`src/rtl/hamming_serial_rx.sv`:
```
// Serial receiver for extended Hamming(7,4)+p0 frames. It corrects single-bit errors,
// flags double-bit errors, and presents a one-deep output with saturating error statistics.
module hamming_serial_rx #(
    parameter int CNT_W = 8
) (
    input  logic             clk,
    input  logic             rst,
    input  logic             bit_valid,
    input  logic             bit_in,
    input  logic             sync,
    input  logic             clear_stats,
    input  logic             out_ready,
    output logic [3:0]       data_out,
    output logic             out_valid,
    output logic             err_corr,
    output logic             err_uncorr,
    output logic             overrun,
    output logic             busy,
    output logic [CNT_W-1:0] corr_cnt,
    output logic [CNT_W-1:0] uncorr_cnt
);

    // state | meaning
    // IDLE  | no bits of a frame held
    // SHIFT | 1..7 bits of a partial frame held
    typedef enum logic {IDLE, SHIFT} state_t;

    state_t     state, state_nxt;
    logic [2:0] bit_cnt;
    logic [6:0] code;
    logic [7:0] cw;
    logic [2:0] syn;
    logic       par;
    logic [6:0] fixed;
    logic [3:0] dec_data;
    logic       dec_corr, dec_uncorr;
    logic       frame_done, load, drop;

    always_ff @(posedge clk or negedge rst) begin
        if (!rst) state <= IDLE;
        else      state <= state_nxt;
    end

    always_comb begin
        state_nxt = state;
        if (sync)
            state_nxt = bit_valid ? SHIFT : IDLE;
        else if (bit_valid)
            state_nxt = (bit_cnt == 3'd7) ? IDLE : SHIFT;
    end

    assign busy = (state == SHIFT);

    // code[i] holds c(i+1); the final bit p0 is taken straight from bit_in
    always_ff @(posedge clk or negedge rst) begin
        if (!rst) begin
            bit_cnt <= 3'd0;
            code    <= 7'd0;
        end else if (sync) begin
            bit_cnt <= bit_valid ? 3'd1 : 3'd0;
            code    <= {6'd0, bit_valid & bit_in};
        end else if (bit_valid) begin
            bit_cnt <= bit_cnt + 3'd1;
            if (bit_cnt != 3'd7)
                code[bit_cnt] <= bit_in;
        end
    end

    assign frame_done = bit_valid && !sync && (bit_cnt == 3'd7);
    assign cw         = {bit_in, code};

    always_comb begin
        syn[0]     = cw[0] ^ cw[2] ^ cw[4] ^ cw[6];
        syn[1]     = cw[1] ^ cw[2] ^ cw[5] ^ cw[6];
        syn[2]     = cw[3] ^ cw[4] ^ cw[5] ^ cw[6];
        par        = ^cw;
        fixed      = cw[6:0];
        if (par && (syn != 3'd0))
            fixed = cw[6:0] ^ (7'd1 << (syn - 3'd1));
        dec_data   = {fixed[6], fixed[5], fixed[4], fixed[2]};
        dec_corr   = par;
        dec_uncorr = (syn != 3'd0) && !par;
    end

    assign load = frame_done && (!out_valid || out_ready);
    assign drop = frame_done && out_valid && !out_ready;

    always_ff @(posedge clk or negedge rst) begin
        if (!rst) begin
            data_out   <= 4'd0;
            out_valid  <= 1'b0;
            err_corr   <= 1'b0;
            err_uncorr <= 1'b0;
        end else if (load) begin
            data_out   <= dec_data;
            out_valid  <= 1'b1;
            err_corr   <= dec_corr;
            err_uncorr <= dec_uncorr;
        end else if (out_valid && out_ready) begin
            out_valid  <= 1'b0;
        end
    end

    // a clear and a classification in the same cycle leave the new event counted
    always_ff @(posedge clk or negedge rst) begin
        if (!rst) begin
            corr_cnt   <= '0;
            uncorr_cnt <= '0;
            overrun    <= 1'b0;
        end else begin
            overrun <= (overrun & ~clear_stats) | drop;
            if (clear_stats)
                corr_cnt <= CNT_W'(load && dec_corr);
            else if (load && dec_corr && (corr_cnt != '1))
                corr_cnt <= corr_cnt + CNT_W'(1);
            if (clear_stats)
                uncorr_cnt <= CNT_W'(load && dec_uncorr);
            else if (load && dec_uncorr && (uncorr_cnt != '1))
                uncorr_cnt <= uncorr_cnt + CNT_W'(1);
        end
    end

endmodule

```
`config.mk`:
```
export PLATFORM = sky130hd
export DESIGN_NAME = hamming_serial_rx
export DESIGN_NICKNAME = d
export VERILOG_FILES = /design/src/rtl/hamming_serial_rx.sv
export SDC_FILE = /design/constraint.sdc
export NUM_CORES = 1
export LEC_CHECK = 0
export ABC_AREA = 1
export CORE_MARGIN = 4
export CORE_UTILIZATION = 49
export CTS_CLUSTER_DIAMETER = 100
export DETAILED_ROUTE_END_ITERATION = 8
export MAX_ROUTING_LAYER = met4
export PLACE_DENSITY = 0.83
export SETUP_SLACK_MARGIN = 0.3
export SLEW_MARGIN = 10
export SYNTH_ARGS = -nofsm -noshare
export SYNTH_HDL_FRONTEND = slang
export SYNTH_SLANG_ARGS = --single-unit
```
`constraint.sdc`:
```
create_clock -name clk -period 1.9 [get_ports clk]
set_input_delay 0.57 -clock clk [delete_from_list [all_inputs] [get_ports clk]]
set_output_delay 0.57 -clock clk [all_outputs]
set_load 0.1 [all_outputs]
```
==> flow_summary.json, run 1 <==
{
  "ys_ff_latch": 35,
  "synthMostInstantiatedCell": "nand2_1",
  "clock_latency_ps": 300,
  "drv_cap": 0,
  "grt_pass1_wl_mm": 11.63,
  "cp.required_ps": 2090,
  "avgSynthCellArea_um2": 7.097,
  "cts_hold_buf": 0,
  "syn_to_final_growth_pct": 65.12,
  "maxSlewHeadroom": 0.7942,
  "finalCritPeriodShare": 1.036,
  "power_density_nw_per_um2": 491.6,
  "cts-root-buf": "clkbuf_8",
  "synth_top_area_frac": 0.3857,
  "syn-instance-count": 320,
  "drcViolationCount": 0,
  "violations": "setup timing",
  "grt_usage": 0.2513,
  "synthFlopType": "dfrtp_1",
  "hold_viol": 0,
  "fin_nets": 415,
  "synth_area_um2": 2271,
  "finalSetupViolCount": 3,
  "yosysSeqAreaShare": 0.3857,
  "ant_nets": 0,
  "clkSinkCount": 35,
  "path_clk_slew_ps": 80,
  "seq_area_um2": 915.9,
  "io-pin-count": 32,
  "p_leak_nw": 1.714,
  "skew_ps": 9.960,
  "antenna_found_initial": 0,
  "vias": 2718,
  "synthTopCellsByCount": "129 x nand2_1, 35 x dfrtp_1, 32 x nand3_1",
  "worstMarginPinSlew_ps": 307.9,
  "finalMaxSlewViolations": 0,
  "via_per_inst": 5.961,
  "fmax_mhz": 508.1,
  "htreeDepth": 2,
  "clockBufferDepth": 2,
  "synth_edf_count": 0,
  "post-route-util": 0.8495,
  "ir_drop_v": 0.0004138,
  "cp_max_fo": 4,
  "die_w_um": 76.08,
  "drt-wirelength-per-cell_um": 17.91,
  "cp-end-kind": "flop",
  "dp_hpwl_mm": 4.049,
  "n_antenna_cell": 0,
  "fin_crit_ps": 1968,
  "routed_wl_mm": 8.165,
  "status": "complete, but fails checks",
  "timing.final.ws_setup_ps": -68.18,
  "synth_nets": 332,
  "core_um2": 4414,
  "grt_max_degree": 36,
  "first_iter_violations": 263,
  "die_h_um": 76.08,
  "num_rows": 24,
  "start_kind": "flop",
  "hold_path.class": "flop to flop",
  "grt_pass1_vias": 2550,
  "dieArea_um2": 5787,
  "power_mw": 1.843,
  "multi_input_comb_area_um2": 1585,
  "dr.pass1.iters": 5,
  "drive_above_1_share": 0.4554,
  "nFillCells": 218,
  "routabilityCongestion": 0.8752,
  "initial_core_util": 0.5145,
  "async_reset_ff_frac": 1.000,
  "yosysTopAreaCell": "dfrtp_1",
  "synth_area_leaders": "dfrtp_1 39%, nand2_1 21%, nand3_1 7.1%, inv_1 4.0%, nor2_1 3.8%",
  "globalRouteOverflowTotal": 0,
  "synth.distinct_cells": 27,
  "rsz0062_at_grt": "yes",
  "cts_tree": "done",
  "portBuffers": 31,
  "yosys_warnings": 0,
  "cp.arrival_ps": 2160,
  "critPathKind": "flop to flop",
  "numCtsBuffers": 5
}
==> placed cells by master, fill, tap and decap left out, types with 3 or more instances in the layout <==
cell type,netlist,routed
nand2_1,129,105
buf_4,1,43
buf_12,0,27
nand2_2,7,21
nor2_1,23,20
nand3_1,32,18
inv_1,24,16
nand3_2,1,16
dfrtp_1,35,15
dfrtp_2,0,14
o21ai_0,14,12
nand2_4,2,11
nand4_1,7,7
xor2_1,9,7
inv_2,4,6
dfrtp_4,0,6
inv_4,0,5
clkbuf_8,0,5
buf_6,2,5
o21ai_1,3,4
ha_4,0,4
nor3_1,5,3
a21oi_1,3,3
nor3_2,1,3
clkdlybuf4s50_1,0,3
==> routing by layer <==
layer,wire (µm),track usage
met1,2943,0.2671
met2,4069,0.4384
met3,607,0.04019
met4,544,0.1451
met5,0,-
==> flip-flops by register name (all words and copies together) (netlist names) <==
name and cells:
overrun 1, err_uncorr 1, code 7, err_corr 1, out_valid 1, uncorr_cnt 8
data_out 4, corr_cnt 8, busy 1, bit_cnt 3
==> metrics by stage <==
step / setup slack [ps] / hold WS, ps / setup TNS, ps / cells / instance area (µm²)
floorplan: 108.0 / 274.4 / 0 / 320 / 2397
global placement: -184.5 / 525.9 / -3262 / 422 / 3182
detailed placement: -266.6 / 537.4 / -4981 / 422 / 3182
CTS: 79.66 / 554.7 / 0 / 447 / 3543
global route: -138.2 / 569.9 / -554.4 / 456 / 3750
finish: -68.18 / 553.0 / -90.25 / 456 / 3750
==> cell families (layout without fill, tap and decap cells) <==
kind of cell / after synthesis / in the layout / synth area share
compound gates: 21 / 21 / 0.04958
xor+xnor: 13 / 13 / 0.05014
fa+ha+maj: 5 / 5 / 0.02755
buf+inv: 35 / 117 / 0.06611
flops: 35 / 35 / 0.3857
simple gates: 211 / 213 / 0.4209
==> critical path: stages, from the launching register on <==
cell	delay, ps
dfrtp_2	430
inv_4	60
buf_4	140
nand2_1	70
nand2_1	80
nand2_2	90
nand2_4	60
nor2_4	110
ha_4	220
inv_4	70
buf_6	90
nand3_1	90
nand2_1	80
nand2_1	60
nand2_1	70
nand2_1	50
nand2_1	50
nand2_1	50
==> final cells by class <==
class / count / share of cell area
multi-input cells: 252 / 0.4228
flip-flops and latches: 35 / 0.2442
well taps: 52 / 0.01735
repair buffers: 81 / 0.2616
clock buffers: 7 / 0.02035
clock inverters: 1 / 0.001335
inverters: 28 / 0.03237
==> report_power, final <==
group          leakage, nW  switching [mW]  total (mW)  internal, mW
combinational         1.23           0.308       0.510         0.202
sequential           0.445          0.0186       0.776         0.757
clock               0.0422           0.299       0.557         0.258
total                 1.71           0.626        1.84          1.22
==> timing repair <==
action | 4_1_cts | 5_1_grt
resized for setup | 41 | 32
cloned | 2 | 0
pin swaps | 35 | 13
setup endpoints to repair | 28 | 31
setup buffers | 15 | 9
==> final timing paths <==
check	from	endpoint	slack [ps]	cells past startpoint
min reg2reg	data_out[2]	data_out[2]	550	2
min	data_out[2]	data_out[2]	550	2
max in group asynchronous	rst	uncorr_cnt[0]	1050	2
max	code[2]	data_out[3]	-70	17
min in group asynchronous	rst	err_corr	630	2
max reg2reg	code[2]	data_out[3]	-70	17
Note: power is estimated with default switching activity, not from simulation.
==> run 2: changes to the inputs <==
Settings changed: CTS_CLUSTER_SIZE from default to 8, SLEW_MARGIN 10 to 20.
==> results of run 2 <==
Same layout as run 1: the final DEF is identical, and so are final timing and power.
==> run 3: changes to the inputs <==
Settings changed: RECOVER_POWER from default to 50.
==> run 3 against run 2 <==
  * The run still ends with setup timing left
  * Worst hold slack worse by 63 ps
  * Maximum frequency is 0.85% lower
  * Register-to-register slack lost 20 ps
  * Total power fell by 0.13%
  * Clock power is 0.7% higher
  * Critical path type unchanged
  * Largest cell class unchanged
  * Highest routed layer unchanged
==> flow_summary.json, run 3 (synthesized netlist as in run 1, its figures left out) <==
{
  "status": "complete, but fails checks",
  "violations": "setup timing",
  "clock_latency_ps": 300,
  "clkPwrFrac": 0.305,
  "dieArea_um2": 5787,
  "core_um2": 4414,
  "dr.pass1.iters": 5,
  "io-pin-count": 32,
  "portBuffers": 31,
  "slowest_stage": "dfrtp_2",
  "start_kind": "flop",
  "top_regs": "corr_cnt x8, uncorr_cnt x8, code x7",
  "worstHoldPathCells": 2,
  "path_clk_slew_ps": 80,
  "grt_pass1_wl_mm": 11.63,
  "drcViolationCount": 0,
  "numCtsBuffers": 5,
  "antenna_found_initial": 0,
  "cp.depth": 17,
  "ir_drop_v": 0.0004168,
  "finalMaxSlewViolations": 0,
  "worstMarginPinSlew_ps": 887.0,
  "switching_power_mw": 0.6295,
  "fin_nets": 415,
  "syn_to_final_growth_pct": 61.98,
  "critical_path.max_stage_delay_ps": 430,
  "hold_viol": 0,
  "cp_max_fo": 4,
  "cp_num_buf_inv": 4,
  "ant_nets": 0,
  "p_seq_frac": 0.421,
  "drive_above_1_share": 0.4505,
  "globalRouteOverflowTotal": 0,
  "grt_pass1_vias": 2550,
  "fmax_mhz": 503.8,
  "crit_chain": "inv_4 > buf_4 > nand2_1 > nand2_1 > nand2_2 > nand2_4 > nor2_4 > ha_4 > inv_4 > buf_6 > nand3_1 > nand2_1 > nand2_1 > nand2_1 > nand2_1 > nand2_1 > nand2_1",
  "rsz0062_at_grt": "yes",
  "first_iter_violations": 265,
  "cts_tree": "done",
  "post-route-util": 0.8333,
  "final_common_cell": "nand2_1",
  "clockBufferDepth": 2,
  "critPathKind": "flop to flop",
  "fin_crit_ps": 1985,
  "final_cell_mix": "105 x nand2_1, 41 x buf_4, 23 x buf_12",
  "n_antenna_cell": 0,
  "power_mw": 1.841,
  "htreeDepth": 2,
  "hold_path.class": "flop to flop",
  "die_w_um": 76.08,
  "grt_usage": 0.2513,
  "routabilityCongestion": 0.8752,
  "cp.arrival_ps": 2180,
  "skew_ps": 9.585,
  "power.internal_mw": 1.211,
  "dp_hpwl_mm": 4.049,
  "power_density_nw_per_um2": 500.4,
  "timing.final.ws_setup_ps": -85.04,
  "grt_max_degree": 36,
  "vias": 2710,
  "routed_wl_mm": 8.171,
  "swShare": 0.3419,
  "cts-root-buf": "clkbuf_8",
  "finalCritPeriodShare": 1.045,
  "drv_cap": 0,
  "drt-wirelength-per-cell_um": 17.92,
  "die_h_um": 76.08,
  "maxSlewHeadroom": 0.4087,
  "combinationalPowerShare": 0.274,
  "clkSinkCount": 35,
  "crit_family": "simple AND/OR/NAND/NOR gates",
  "finalSetupViolCount": 3,
  "crit_top_cell": "nand2_1",
  "cp.required_ps": 2100,
  "cp-end-kind": "flop",
  "tns_ps": -123.1,
  "r2r_cells": 17,
  "p_leak_nw": 1.687,
  "initial_core_util": 0.5145,
  "via_per_inst": 5.943,
  "cts_hold_buf": 0,
  "num_rows": 24
}
-- run 3: cell types whose count changed in the layout (fill, tap and decap cells not counted), sizes merged --
cell / before / now
buf: 75 / 69
clkbuf: 7 / 13
clkdlybuf4s25: 0 / 1
clkdlybuf4s50: 3 / 2
dlygate4sd3: 0 / 1
dlymetal6s2s: 1 / 0
-- run 3: through the flow --
| stage | worst slack, ps | cells | area [µm²] | hold slack (ps) |
|---|---|---|---|---|
| 3_3_place_gp | -184.5 | 422 | 3182 | 525.9 |
| 3_5_place_dp | -266.6 | 422 | 3182 | 537.4 |
| 4_1_cts | 79.66 | 447 | 3543 | 554.7 |
| 6_report | -85.04 | 456 | 3679 | 489.9 |
| 2_1_floorplan | 108.0 | 320 | 2397 | 274.4 |
| 5_1_grt | -138.2 | 456 | 3679 | 509.0 |
-- run 3: layout make-up --
type | count | area [µm²]
multi-input cells | 252 | 1583
clock buffers | 7 | 76.32
flip-flops and latches | 35 | 915.9
inverters | 28 | 118.9
clock inverters | 1 | 5.005
repair buffers | 81 | 914.6
fillers | 229 | 735.7
well taps | 52 | 65.06
-- run 3: final timing paths --
| kind | startpoint | slack, ps | end |
|---|---|---|---|
| worst min register to register | data_out[2] | 490 | data_out[2] |
| worst min-delay path | data_out[2] | 490 | data_out[2] |
| min in group asynchronous | rst | 910 | data_out[0] |
| worst max register to register | code[2] | -90 | data_out[3] |
| max in group asynchronous | rst | 320 | uncorr_cnt[4] |
| worst max-delay path | code[2] | -90 | data_out[3] |
-- run 3: timing repair --
| action | CTS | global route |
|---|---|---|
| setup buffers | 15 | 9 |
| cloned | 2 | 0 |
| setup endpoints to repair | 28 | 31 |
| gates resized for setup | 41 | 32 |
| pin swaps | 35 | 13 |
-- run 3: worst min-delay path, stage by stage, from the launching register on --
cell and delay, ps:
dfrtp_1 350, nand2_1 50, nand2_1 60
-- run 3: layer usage --
metal	global-route usage	vias up	share of wire
met3	0.04019	61	0.074
met2	0.4384	192	0.49
met5	-	-	0
met1	0.2671	1268	0.36
met4	0.1451	0	0.070
li1	-	1189	-
-- run 3: power by group through the flow --
stage / sequential, mW / clock (mW) / combinational, mW
floorplan: 0.807 / 0 / 0.182
global placement: 0.790 / 0 / 0.317
detailed placement: 0.791 / 0 / 0.333
CTS: 0.775 / 0.540 / 0.409
global route: 0.777 / 0.585 / 0.530
finish: 0.776 / 0.561 / 0.504
